<file path="src/rtl/spm_mem_responder_pkg.sv">
// Shared types and defaults for the RISC-SPM memory responder.
package spm_mem_responder_pkg;
  localparam int WORD_SIZE = 8;
  localparam int ADDR_SIZE = 8;
  localparam int CNT_W     = 4;

  typedef enum logic [1:0] {
    S_LOAD = 2'd0,
    S_IDLE = 2'd1,
    S_WAIT = 2'd2,
    S_ACK  = 2'd3
  } state_t;
endpackage

</file>
<file path="src/rtl/spm_mem_responder_if.sv">
// CPU access handshake and boot-loader byte stream between requester and responder.
interface spm_mem_responder_if
  import spm_mem_responder_pkg::*;
#(
  parameter int WORD_W = WORD_SIZE,
  parameter int ADDR_W = ADDR_SIZE
);
  logic              cpu_req;
  logic              cpu_we;
  logic [ADDR_W-1:0] cpu_addr;
  logic [WORD_W-1:0] cpu_wdata;
  logic [WORD_W-1:0] cpu_rdata;
  logic              cpu_ack;
  logic              ld_valid;
  logic [WORD_W-1:0] ld_data;
  logic              ld_last;
  logic              ld_ready;
  logic              ld_done;

  modport master (
    output cpu_req, cpu_we, cpu_addr, cpu_wdata, ld_valid, ld_data, ld_last,
    input  cpu_rdata, cpu_ack, ld_ready, ld_done
  );

  modport slave (
    input  cpu_req, cpu_we, cpu_addr, cpu_wdata, ld_valid, ld_data, ld_last,
    output cpu_rdata, cpu_ack, ld_ready, ld_done
  );
endinterface

</file>
<file path="src/rtl/spm_mem_responder_mem_array.sv">
// Single-port program/data RAM: synchronous write, registered read, no reset.
module spm_mem_responder_mem_array #(
  parameter int WORD_W = 8,
  parameter int ADDR_W = 8
) (
  input  logic              clk,
  input  logic              we,
  input  logic [ADDR_W-1:0] addr,
  input  logic [WORD_W-1:0] wdata,
  output logic [WORD_W-1:0] rdata
);
  logic [WORD_W-1:0] mem_q [2**ADDR_W];
  logic [WORD_W-1:0] rdata_q;

  always_ff @(posedge clk) begin
    if (we) mem_q[addr] <= wdata;
    rdata_q <= mem_q[addr];
  end

  assign rdata = rdata_q;
endmodule

</file>
<file path="src/rtl/spm_mem_responder.sv">
// Memory-side responder: boot loader fill, then req/ack accesses with programmable wait states.
// state  | meaning
// S_LOAD | accepting boot-loader bytes into mem[ptr]
// S_IDLE | waiting for cpu_req, latches the request
// S_WAIT | counting wait states on the latched request
// S_ACK  | one-cycle ack; RAM write/read happened on the entering edge
module spm_mem_responder
  import spm_mem_responder_pkg::*;
#(
  parameter int word_size   = WORD_SIZE,
  parameter int addr_size   = ADDR_SIZE,
  parameter int WAIT_CYCLES = 2,
  parameter int BOOT_LOAD   = 1
) (
  input logic                 clk,
  input logic                 rst,
  spm_mem_responder_if.slave  bus
);
  state_t                 state_q, state_d;
  logic [CNT_W-1:0]       cnt_q, cnt_d;
  logic [addr_size-1:0]   ptr_q, ptr_d;
  logic [addr_size-1:0]   addr_l_q, addr_l_d;
  logic                   we_l_q, we_l_d;
  logic [word_size-1:0]   wdata_l_q, wdata_l_d;
  logic [word_size-1:0]   rdata_q, rdata_d;
  logic                   ld_ready_q, ld_ready_d;
  logic                   ld_done_q, ld_done_d;

  logic                   mem_we;
  logic [addr_size-1:0]   mem_addr;
  logic [word_size-1:0]   mem_wdata;
  logic [word_size-1:0]   mem_rdata;

  spm_mem_responder_mem_array #(.WORD_W(word_size), .ADDR_W(addr_size)) u_mem (
    .clk   (clk),
    .we    (mem_we),
    .addr  (mem_addr),
    .wdata (mem_wdata),
    .rdata (mem_rdata)
  );

  always_ff @(posedge clk or negedge rst) begin
    if (!rst) begin
      state_q    <= (BOOT_LOAD != 0) ? S_LOAD : S_IDLE;
      cnt_q      <= '0;
      ptr_q      <= '0;
      addr_l_q   <= '0;
      we_l_q     <= 1'b0;
      wdata_l_q  <= '0;
      rdata_q    <= '0;
      ld_ready_q <= 1'b0;
      ld_done_q  <= (BOOT_LOAD == 0);
    end else begin
      state_q    <= state_d;
      cnt_q      <= cnt_d;
      ptr_q      <= ptr_d;
      addr_l_q   <= addr_l_d;
      we_l_q     <= we_l_d;
      wdata_l_q  <= wdata_l_d;
      rdata_q    <= rdata_d;
      ld_ready_q <= ld_ready_d;
      ld_done_q  <= ld_done_d;
    end
  end

  always_comb begin
    state_d   = state_q;
    cnt_d     = cnt_q;
    ptr_d     = ptr_q;
    addr_l_d  = addr_l_q;
    we_l_d    = we_l_q;
    wdata_l_d = wdata_l_q;
    rdata_d   = rdata_q;
    ld_done_d = ld_done_q;
    mem_we    = 1'b0;
    mem_addr  = addr_l_q;
    mem_wdata = wdata_l_q;
    case (state_q)
      S_LOAD: begin
        mem_addr  = ptr_q;
        mem_wdata = bus.ld_data;
        if (bus.ld_valid && ld_ready_q) begin
          mem_we = 1'b1;
          ptr_d  = ptr_q + addr_size'(1);
          // the top address ends the load so the pointer never wraps onto address 0
          if (bus.ld_last || (ptr_q == {addr_size{1'b1}})) begin
            state_d   = S_IDLE;
            ld_done_d = 1'b1;
          end
        end
      end
      S_IDLE: begin
        if (bus.cpu_req) begin
          addr_l_d  = bus.cpu_addr;
          we_l_d    = bus.cpu_we;
          wdata_l_d = bus.cpu_wdata;
          if (WAIT_CYCLES == 0) begin
            state_d   = S_ACK;
            mem_we    = bus.cpu_we;
            mem_addr  = bus.cpu_addr;
            mem_wdata = bus.cpu_wdata;
          end else begin
            cnt_d   = CNT_W'(WAIT_CYCLES - 1);
            state_d = S_WAIT;
          end
        end
      end
      S_WAIT: begin
        if (cnt_q == '0) begin
          state_d = S_ACK;
          mem_we  = we_l_q;
        end else begin
          cnt_d = cnt_q - CNT_W'(1);
        end
      end
      S_ACK: begin
        state_d = S_IDLE;
        if (!we_l_q) rdata_d = mem_rdata;
      end
      default: state_d = S_IDLE;
    endcase
  end

  assign ld_ready_d = (state_d == S_LOAD);

  // during a read ack the RAM output is live; otherwise the last read value is held
  assign bus.cpu_rdata = (state_q == S_ACK && !we_l_q) ? mem_rdata : rdata_q;
  assign bus.cpu_ack   = (state_q == S_ACK);
  assign bus.ld_ready  = ld_ready_q;
  assign bus.ld_done   = ld_done_q;
endmodule

</file>
<file path="src/flat_wrapper.sv">
// flat-port wrapper written by rule: the top's interface ports become plain ports
module spm_mem_responder_flat import spm_mem_responder_pkg::*;
#(
  parameter int word_size   = WORD_SIZE,
  parameter int addr_size   = ADDR_SIZE,
  parameter int WAIT_CYCLES = 2,
  parameter int BOOT_LOAD   = 1
)
  (clk, rst, bus_cpu_req, bus_cpu_we, bus_cpu_addr, bus_cpu_wdata, bus_ld_valid, bus_ld_data, bus_ld_last, bus_cpu_rdata, bus_cpu_ack, bus_ld_ready, bus_ld_done);
  spm_mem_responder_if bus_i ();
  input logic clk;
  input logic rst;
  input wire logic [$bits(bus_i.cpu_req)-1:0] bus_cpu_req;
  input wire logic [$bits(bus_i.cpu_we)-1:0] bus_cpu_we;
  input wire logic [$bits(bus_i.cpu_addr)-1:0] bus_cpu_addr;
  input wire logic [$bits(bus_i.cpu_wdata)-1:0] bus_cpu_wdata;
  input wire logic [$bits(bus_i.ld_valid)-1:0] bus_ld_valid;
  input wire logic [$bits(bus_i.ld_data)-1:0] bus_ld_data;
  input wire logic [$bits(bus_i.ld_last)-1:0] bus_ld_last;
  output wire logic [$bits(bus_i.cpu_rdata)-1:0] bus_cpu_rdata;
  output wire logic [$bits(bus_i.cpu_ack)-1:0] bus_cpu_ack;
  output wire logic [$bits(bus_i.ld_ready)-1:0] bus_ld_ready;
  output wire logic [$bits(bus_i.ld_done)-1:0] bus_ld_done;
  assign bus_i.cpu_req = bus_cpu_req;
  assign bus_i.cpu_we = bus_cpu_we;
  assign bus_i.cpu_addr = bus_cpu_addr;
  assign bus_i.cpu_wdata = bus_cpu_wdata;
  assign bus_i.ld_valid = bus_ld_valid;
  assign bus_i.ld_data = bus_ld_data;
  assign bus_i.ld_last = bus_ld_last;
  assign bus_cpu_rdata = bus_i.cpu_rdata;
  assign bus_cpu_ack = bus_i.cpu_ack;
  assign bus_ld_ready = bus_i.ld_ready;
  assign bus_ld_done = bus_i.ld_done;
  spm_mem_responder #(.word_size(word_size), .addr_size(addr_size), .WAIT_CYCLES(WAIT_CYCLES), .BOOT_LOAD(BOOT_LOAD)) u_core (.clk(clk), .rst(rst), .bus(bus_i));
endmodule
</file>
<file path="config.mk">
export PLATFORM = sky130hd
export DESIGN_NAME = spm_mem_responder_flat
export DESIGN_NICKNAME = d
export VERILOG_FILES = /design/src/rtl/spm_mem_responder_pkg.sv /design/src/rtl/spm_mem_responder_if.sv /design/src/rtl/spm_mem_responder_mem_array.sv /design/src/rtl/spm_mem_responder.sv /design/src/flat_wrapper.sv
export SDC_FILE = /design/constraint.sdc
export NUM_CORES = 2
export LEC_CHECK = 0
export BUFFER_PORTS_ARGS = -buffer_cell sky130_fd_sc_hd__buf_2
export CAP_MARGIN = 20
export CORE_MARGIN = 4
export CORE_UTILIZATION = 40
export DETAILED_ROUTE_END_ITERATION = 7
export HOLD_SLACK_MARGIN = 0.06
export PLACE_DENSITY_LB_ADDON = 0.3
export SYNTH_ARGS = -nofsm -noshare
export SYNTH_HDL_FRONTEND = slang
export SYNTH_SLANG_ARGS = --single-unit
</file>
<file path="constraint.sdc">
create_clock -name clk -period 6.5 [get_ports clk]
set_input_delay 0.325 -clock clk [delete_from_list [all_inputs] [get_ports clk]]
set_output_delay 0.325 -clock clk [all_outputs]
set_load 0.02 [all_outputs]
</file>
== Word-level counts from Yosys, hierarchy flattened ==
Memories as Yosys holds them, arrays and structs flattened. A register that Yosys moved wholly into a read port is not among the register bits.
Index checks and enable logic that the tools add are counted.

* $add $sub $neg: 2
* Multiply operators: 0
* Div/mod/pow operators: 0
* Order comparisons: 0
* Equality and inequality tests: 6
* Shift operators: 0
* Muxes and demuxes: 16
* Bitwise gates (word level): 1
* Reductions and logical operators: 13

{| class="wikitable"
|+ Operators with widths
! operator !! number
|-
| two-way mux 8 bit || 3
|-
| adder 8 x 1 -> 8 bit, second input constant || 1
|-
| == test 8 bit, second input constant || 1
|-
| two-way mux 2 bit || 4
|-
| two-way mux 4 bit || 2
|-
| case mux 2 bit (4 select lines) || 1
|-
| case mux 4 bit (2 select lines) || 1
|-
| AND reduction 2 bit || 3
|-
| AND reduction 3 bit || 2
|-
| == test 2 bit, second input constant || 2
|-
| logical NOT 2 bit || 2
|-
| logical NOT 4 bit || 1
|-
| two-way mux 1 bit || 4
|-
| inequality test 2 bit, second input constant || 2
|-
| subtractor 4 x 1 -> 4 bit, second input constant || 1
|-
| == test 2 x 1 -> 1 bit, second input constant || 1
|-
| logical AND 1 bit || 2
|-
| case mux 1 bit (2 select lines) || 1
|-
| nonzero test 2 bit || 1
|-
| logical NOT 1 bit || 1
|-
| logical OR 1 bit || 1
|-
| inverter 1 bit || 1
|}

* Register bits after elaboration: 41
* Bits in latches: 0
* Memory bits (writable): 2048
* Memory bits (read-only): 0
* Input bits: 30
* Output and inout port bits: 11
* Logic and storage cells: 48
* Memories kept: 1

{| class="wikitable"
|+ Memories
! name !! depth !! width !! read ports !! clocked after memory_dff !! write ports !! RTL line !! RTL
|-
| u_core.u_mem.mem_q || 256 || 8 || 1 || 1 || 1 || spm_mem_responder_mem_array.sv:12 || <nowiki>logic [WORD_W-1:0] mem_q [2**ADDR_W];</nowiki>
|}

== Logic depth before layout (Yosys ltp) ==
* Word-level depth: 6
* Gate-level depth with buffers: 13
* Gate-level depth less buffers: 8

== Hierarchy ==
From an unflattened synthesis, not the netlist that was laid out.

* Cells, all modules: 3695
* Area, all modules: 80410.9 um^2

{| class="wikitable"
|+ By module, submodules not included
! module !! instances !! cells an instance !! area each (um^2) !! sequential area each (um^2)
|-
| spm_mem_responder_mem_array || 1 || 3547 || 78492.8 || 61659.1
|-
| spm_mem_responder || 1 || 148 || 1918.1 || 1026.0
|}

== Least setup slack after synthesis ==
No wires, ideal clock.

* Path type: register to register
* Start: register u_core.state_q[0]
* End: memory u_core.u_mem.mem_q[0][0], data pin
* Setup time: 0.823 ns
* Data arrival time: 4.411 ns
* Path slack: 1.266 ns
* Cell stages (with the launch flop): 7
* Buffers on the path: 3
* Period minus slack after synthesis: 5.234 ns
* Cell sequence: dfrtp_1 buf_2 nor2_2 clkbuf_1 buf_1 nand2_1 nand2_1

* Word-level cells in the longest chain between the ends: 2

{| class="wikitable"
|+ Ends and longest elaborated chain
! element !! RTL line !! RTL
|-
| start: declaration || spm_mem_responder.sv:19 || <nowiki>state_t state_q, state_d;</nowiki>
|-
| start signal: assignment || spm_mem_responder.sv:44 || <nowiki>state_q <= (BOOT_LOAD != 0) ? S_LOAD : S_IDLE;</nowiki>
|-
| start signal: assignment || spm_mem_responder.sv:54 || <nowiki>state_q <= state_d;</nowiki>
|-
| logical NOT 2 bit || spm_mem_responder.sv:78 || <nowiki>case (state_q)</nowiki>
|-
| two-way mux 8 bit || spm_mem_responder.sv:78 ||
|-
| net u_core.mem_wdata[0] || spm_mem_responder.sv:31 || <nowiki>logic [word_size-1:0] mem_wdata;</nowiki>
|-
| end: declaration || spm_mem_responder_mem_array.sv:12 ||
|}

The timed path passes the listed nets, and every way through them passes these cells.

== Worst setup path in the final report ==
* Start: register u_core.state_q[0]
* End: register u_core.u_mem.rdata_q[2] (netlist: u_core.u_mem.rdata[2]), read port of u_core.u_mem.mem_q

* Word-level cells in the longest chain between the ends: 2

{| class="wikitable"
|+ Ends and longest elaborated chain
! element !! RTL line !! RTL
|-
| logical NOT 2 bit || spm_mem_responder.sv:78 ||
|-
| two-way mux 8 bit || spm_mem_responder.sv:78 ||
|-
| end: declaration || spm_mem_responder_mem_array.sv:13 || <nowiki>logic [WORD_W-1:0] rdata_q;</nowiki>
|}

No other way between the ends.
A chain may end at the register's enable or synchronous reset.

==> reports/results.tsv <==
stage	metric	value	unit
synthesis	Avg Inst Size Synth	18.2	um2
sta	Worst Tran Pin Value	1.20	ns
setup_path	crit start category	flop	
finish	final net count	4357	
setup_path	Worst EP required	7.22	ns
clocking	worst skew pair latency	0.84	ns
sta	Final Cycle Share	0.790	
setup_path	critical path class	reg -> reg	
global_routing	vias in the first global route	41800	
power	Max VDD drop	0.534	mV
worst_hold_path	Hold WC Path Type	in -> reg	
floorplan	# rows	161	
setup_path	Critical Path Fanout Max	127	
sta	fin crit period	5.14	ns
floorplan	die area	201000	um2
sta	Setup TNS Final	0	ns
synthesis	Post-synth EDFFs	2048	
synthesis	Top FF cell, synth	edfxtp_1	
synthesis	fraction of registers with async set/reset	0.0196	
floorplan	core region area	193000	um2
sta	final setup violation count	0	
power	Combinational Power Share	0.343	
synthesis	Net Count, Synth	4297	
floorplan	# IOs	41	
routing	wire per inst	29.6	um
global_routing	initial antenna violation count	6	
setup_path	R2R Setup Slk	1.36	ns
sta	RSZ-0062 raised after global routing	no	
setup_path	Crit-path slowest cell	nor4_1	
sta	Max Clock Skew	0.0653	ns
synthesis	Netlist cell types	47	
setup_path	Top delay family on crit path	compound AO/OA/AOI/OAI gates	
placed_design	routability cong.	0.838	
global_routing	largest net degree at the start of global routing	203	
routing	final antenna-violating net count	0	
global_routing	GRT overflow	0	
routing	Pre-antenna DRT Iters	6	
clocking	CTS resizes	0	
power	clock power share	0.261	
floorplan	Die Ht	448	um
setup_path	CP peak stage delay	0.90	ns
global_routing	Tot GR Track Use	0.203	
finish	layout cell share with drive strength beyond 1	0.108	
synthesis	yosys warns	0	
synthesis	synthesized netlist cell count	4264	
setup_path	Worst Setup End Kind	flop	
global_routing	first-pass GRT wire length	300	mm
synthesis	Synth Register Bits	2097	
placed_design	DP HPWL	119	mm
finish	most frequent cells in the layout	2048 x edfxtp_1, 512 x a22o_1, 511 x a221oi_1	
routing	# DRC	0	
power	switching share of power	0.361	
routing	Via density	6.15	
clocking	CTS max path bufs	3	
power	pwr/cell area	509	nW/um2
routing	final wirelength	208	mm
clocking	H-tree depth	4	
clocking	TritonCTS Sinks	2097	
routing	DR vias	43200	
clocking	CTS buffer count	206	
run	max-cap violations	0	
finish	commonest non-fill, non-tap cell in the layout	edfxtp_1	
finish	fin util	0.455	
sta	max-slew violations	0	
finish	Filler cells	16200	
power	sequential share of power	0.396	
setup_path	worst path bufs/invs	3	
finish	area grow syn2layout	13.0	%
sta	Fin. Hold Viols	0	
setup_path	most frequent CP cell	buf_12	
clocking	Post-CTS Setup Inserts	0	
synthesis	Cell Area, Synth	77500	um2
clocking	root buf cell	clkbuf_16	
floorplan	Die Span X	448	um
power	switching power total	16100	uW
placed_design	IO buf count	40	
sta	Slew HR	0.197	
routing	1st-iter DRT viols	5405	
outcome	status	finished, final reports clean	
power	P_leak	0.0270	uW
setup_path	Critical Path AT	5.85	ns
placed_design	placed inst area	80700	um2
setup_path	worst-path cell chain	or2_1 -> buf_16 -> a21bo_4 -> buf_12 -> buf_12 -> a221oi_1 -> o22ai_1 -> nor4_1 -> a21boi_1 -> a2111o_1	
clocking	TritonCTS clock tree	built	
synthesis	register area share after synthesis	0.808	
power	P_int	28500	uW
sta	Achievable Freq	195	MHz
finish	final instance area	87600	um2
clocking	CTS clk-pin slew, worst paths	0.07	ns
floorplan	Initial Utilization	0.403	
clocking	Hold-fix buffers, CTS	23	
[final timing paths]
check,start,to,cells after the start
max in group asynchronous,rst,u_core.addr_l_q[4]$_DFFE_PN0P_,4
min in group asynchronous,rst,u_core.rdata_q[6]$_DFFE_PN0P_,3
worst max-delay path,u_core.state_q[0]$_DFF_PN0_,u_core.u_mem.rdata[2]$_DFF_P_,10
worst min register to register,u_core.bus.ld_done$_DFFE_PN0P_,u_core.bus.ld_done$_DFFE_PN0P_,1
worst min-delay path,bus_ld_data[5],u_core.u_mem.mem_q[92][5]$_DFFE_PP_,3
worst max register to register,u_core.state_q[0]$_DFF_PN0_,u_core.u_mem.rdata[2]$_DFF_P_,10
[metal layers]
layer  global-route usage  up-vias  wire (um)
li1                     -    18300          -
met1                0.290    22600      87800
met2                0.317     1950      98000
met3               0.0348      376      15700
met4               0.0661        0       6740
met5                    0        -          0
[per-stage QoR]
| step | instances | setup slack, ns | power (uW) | hold slack, ns |
|---|---|---|---|---|
| 6_report | 7028 | 1.36 | 44600 | 0.241 |
| 3_5_place_dp | 6615 | 1.33 | 33100 | 0.466 |
| 5_1_grt | 7026 | 1.30 | 46100 | 0.240 |
| 3_3_place_gp | 6609 | 1.08 | 32900 | 0.468 |
| 4_1_cts | 7021 | 1.30 | 44600 | 0.181 |
| 2_1_floorplan | 4264 | 1.27 | 27500 | 0.0294 |
[area by class of cell]
class / count / area, um2 / area share
antenna: 3 / 7.51 / 0.0000857
clock buffer: 268 / 5520 / 0.0630
clock inverter: 115 / 1060 / 0.0121
inverter: 5 / 18.8 / 0.000214
multi-input combinational: 1843 / 13600 / 0.155
sequential: 2097 / 62700 / 0.716
tap: 2526 / 3160 / 0.0361
timing repair buffer: 171 / 1570 / 0.0179
[power by group through the flow]
stage               registers (uW)  logic, uW  clock network (uW)
finish                       17700      15300               11600
CTS                          17600      15200               11800
detailed placement           17900      15200                   0
global route                 17700      16100               12400
global placement             17900      15000                   0
floorplan                    18600       8940                   0
[Yosys cell counts (all sizes together) (5+ instances only)]
master | number | share of area
a2111o | 8 | 0.0012
a21boi | 8 | 0.00077
a21oi | 22 | 0.0014
a221oi | 513 | 0.058
a22o | 512 | 0.058
buf | 138 | 0.0096
clkbuf | 181 | 0.0088
dfrtp | 41 | 0.013
dfxtp | 8 | 0.0021
edfxtp | 2048 | 0.79
inv | 5 | 0.00024
mux2 | 25 | 0.0036
nand2 | 101 | 0.0049
nand3 | 7 | 0.00045
nand3b | 9 | 0.00087
nor2 | 265 | 0.013
nor4 | 64 | 0.0052
o21ai | 5 | 0.00032
o22ai | 257 | 0.021
o31ai | 6 | 0.00058
xnor2 | 7 | 0.00079
[sequential cells by signal, indices dropped and copies added (netlist names)]
name and flops:
u_core.ptr_q 8, u_core.u_mem.rdata 8, u_core.we_l_q 1, u_core.cnt_q 4, u_core.wdata_l_q 8, u_core.rdata_q 8
u_core.bus.ld_done 1, u_core.u_mem.mem_q 2048, u_core.state_q 2, u_core.bus.ld_ready 1, u_core.addr_l_q 8
[worst reg2reg max path: stages, from the launching register on]
cell	delay [ns]
dfrtp_1	0.51
or2_1	0.47
buf_16	0.25
a21bo_4	0.38
buf_12	0.35
buf_12	0.37
a221oi_1	0.61
o22ai_1	0.27
nor4_1	0.90
a21boi_1	0.43
a2111o_1	0.50
[kinds of logic (layout without fill, tap and decap cells)]
logic type                 Yosys count  count (layout)  share of synthesized area
muxes                               25              25                    0.00363
adders and majority gates            3               3                   0.000484
buffers and inverters              324             559                     0.0186
AOI/OAI and AO/OA                 1340            1340                      0.142
DFF                               2097            2097                      0.808
and+or+nand+nor                    466             466                     0.0260
other                                0               3                          0
xor gates and xnor gates             9               9                    0.00102
Note: power is estimated with default switching activity, not from simulation.
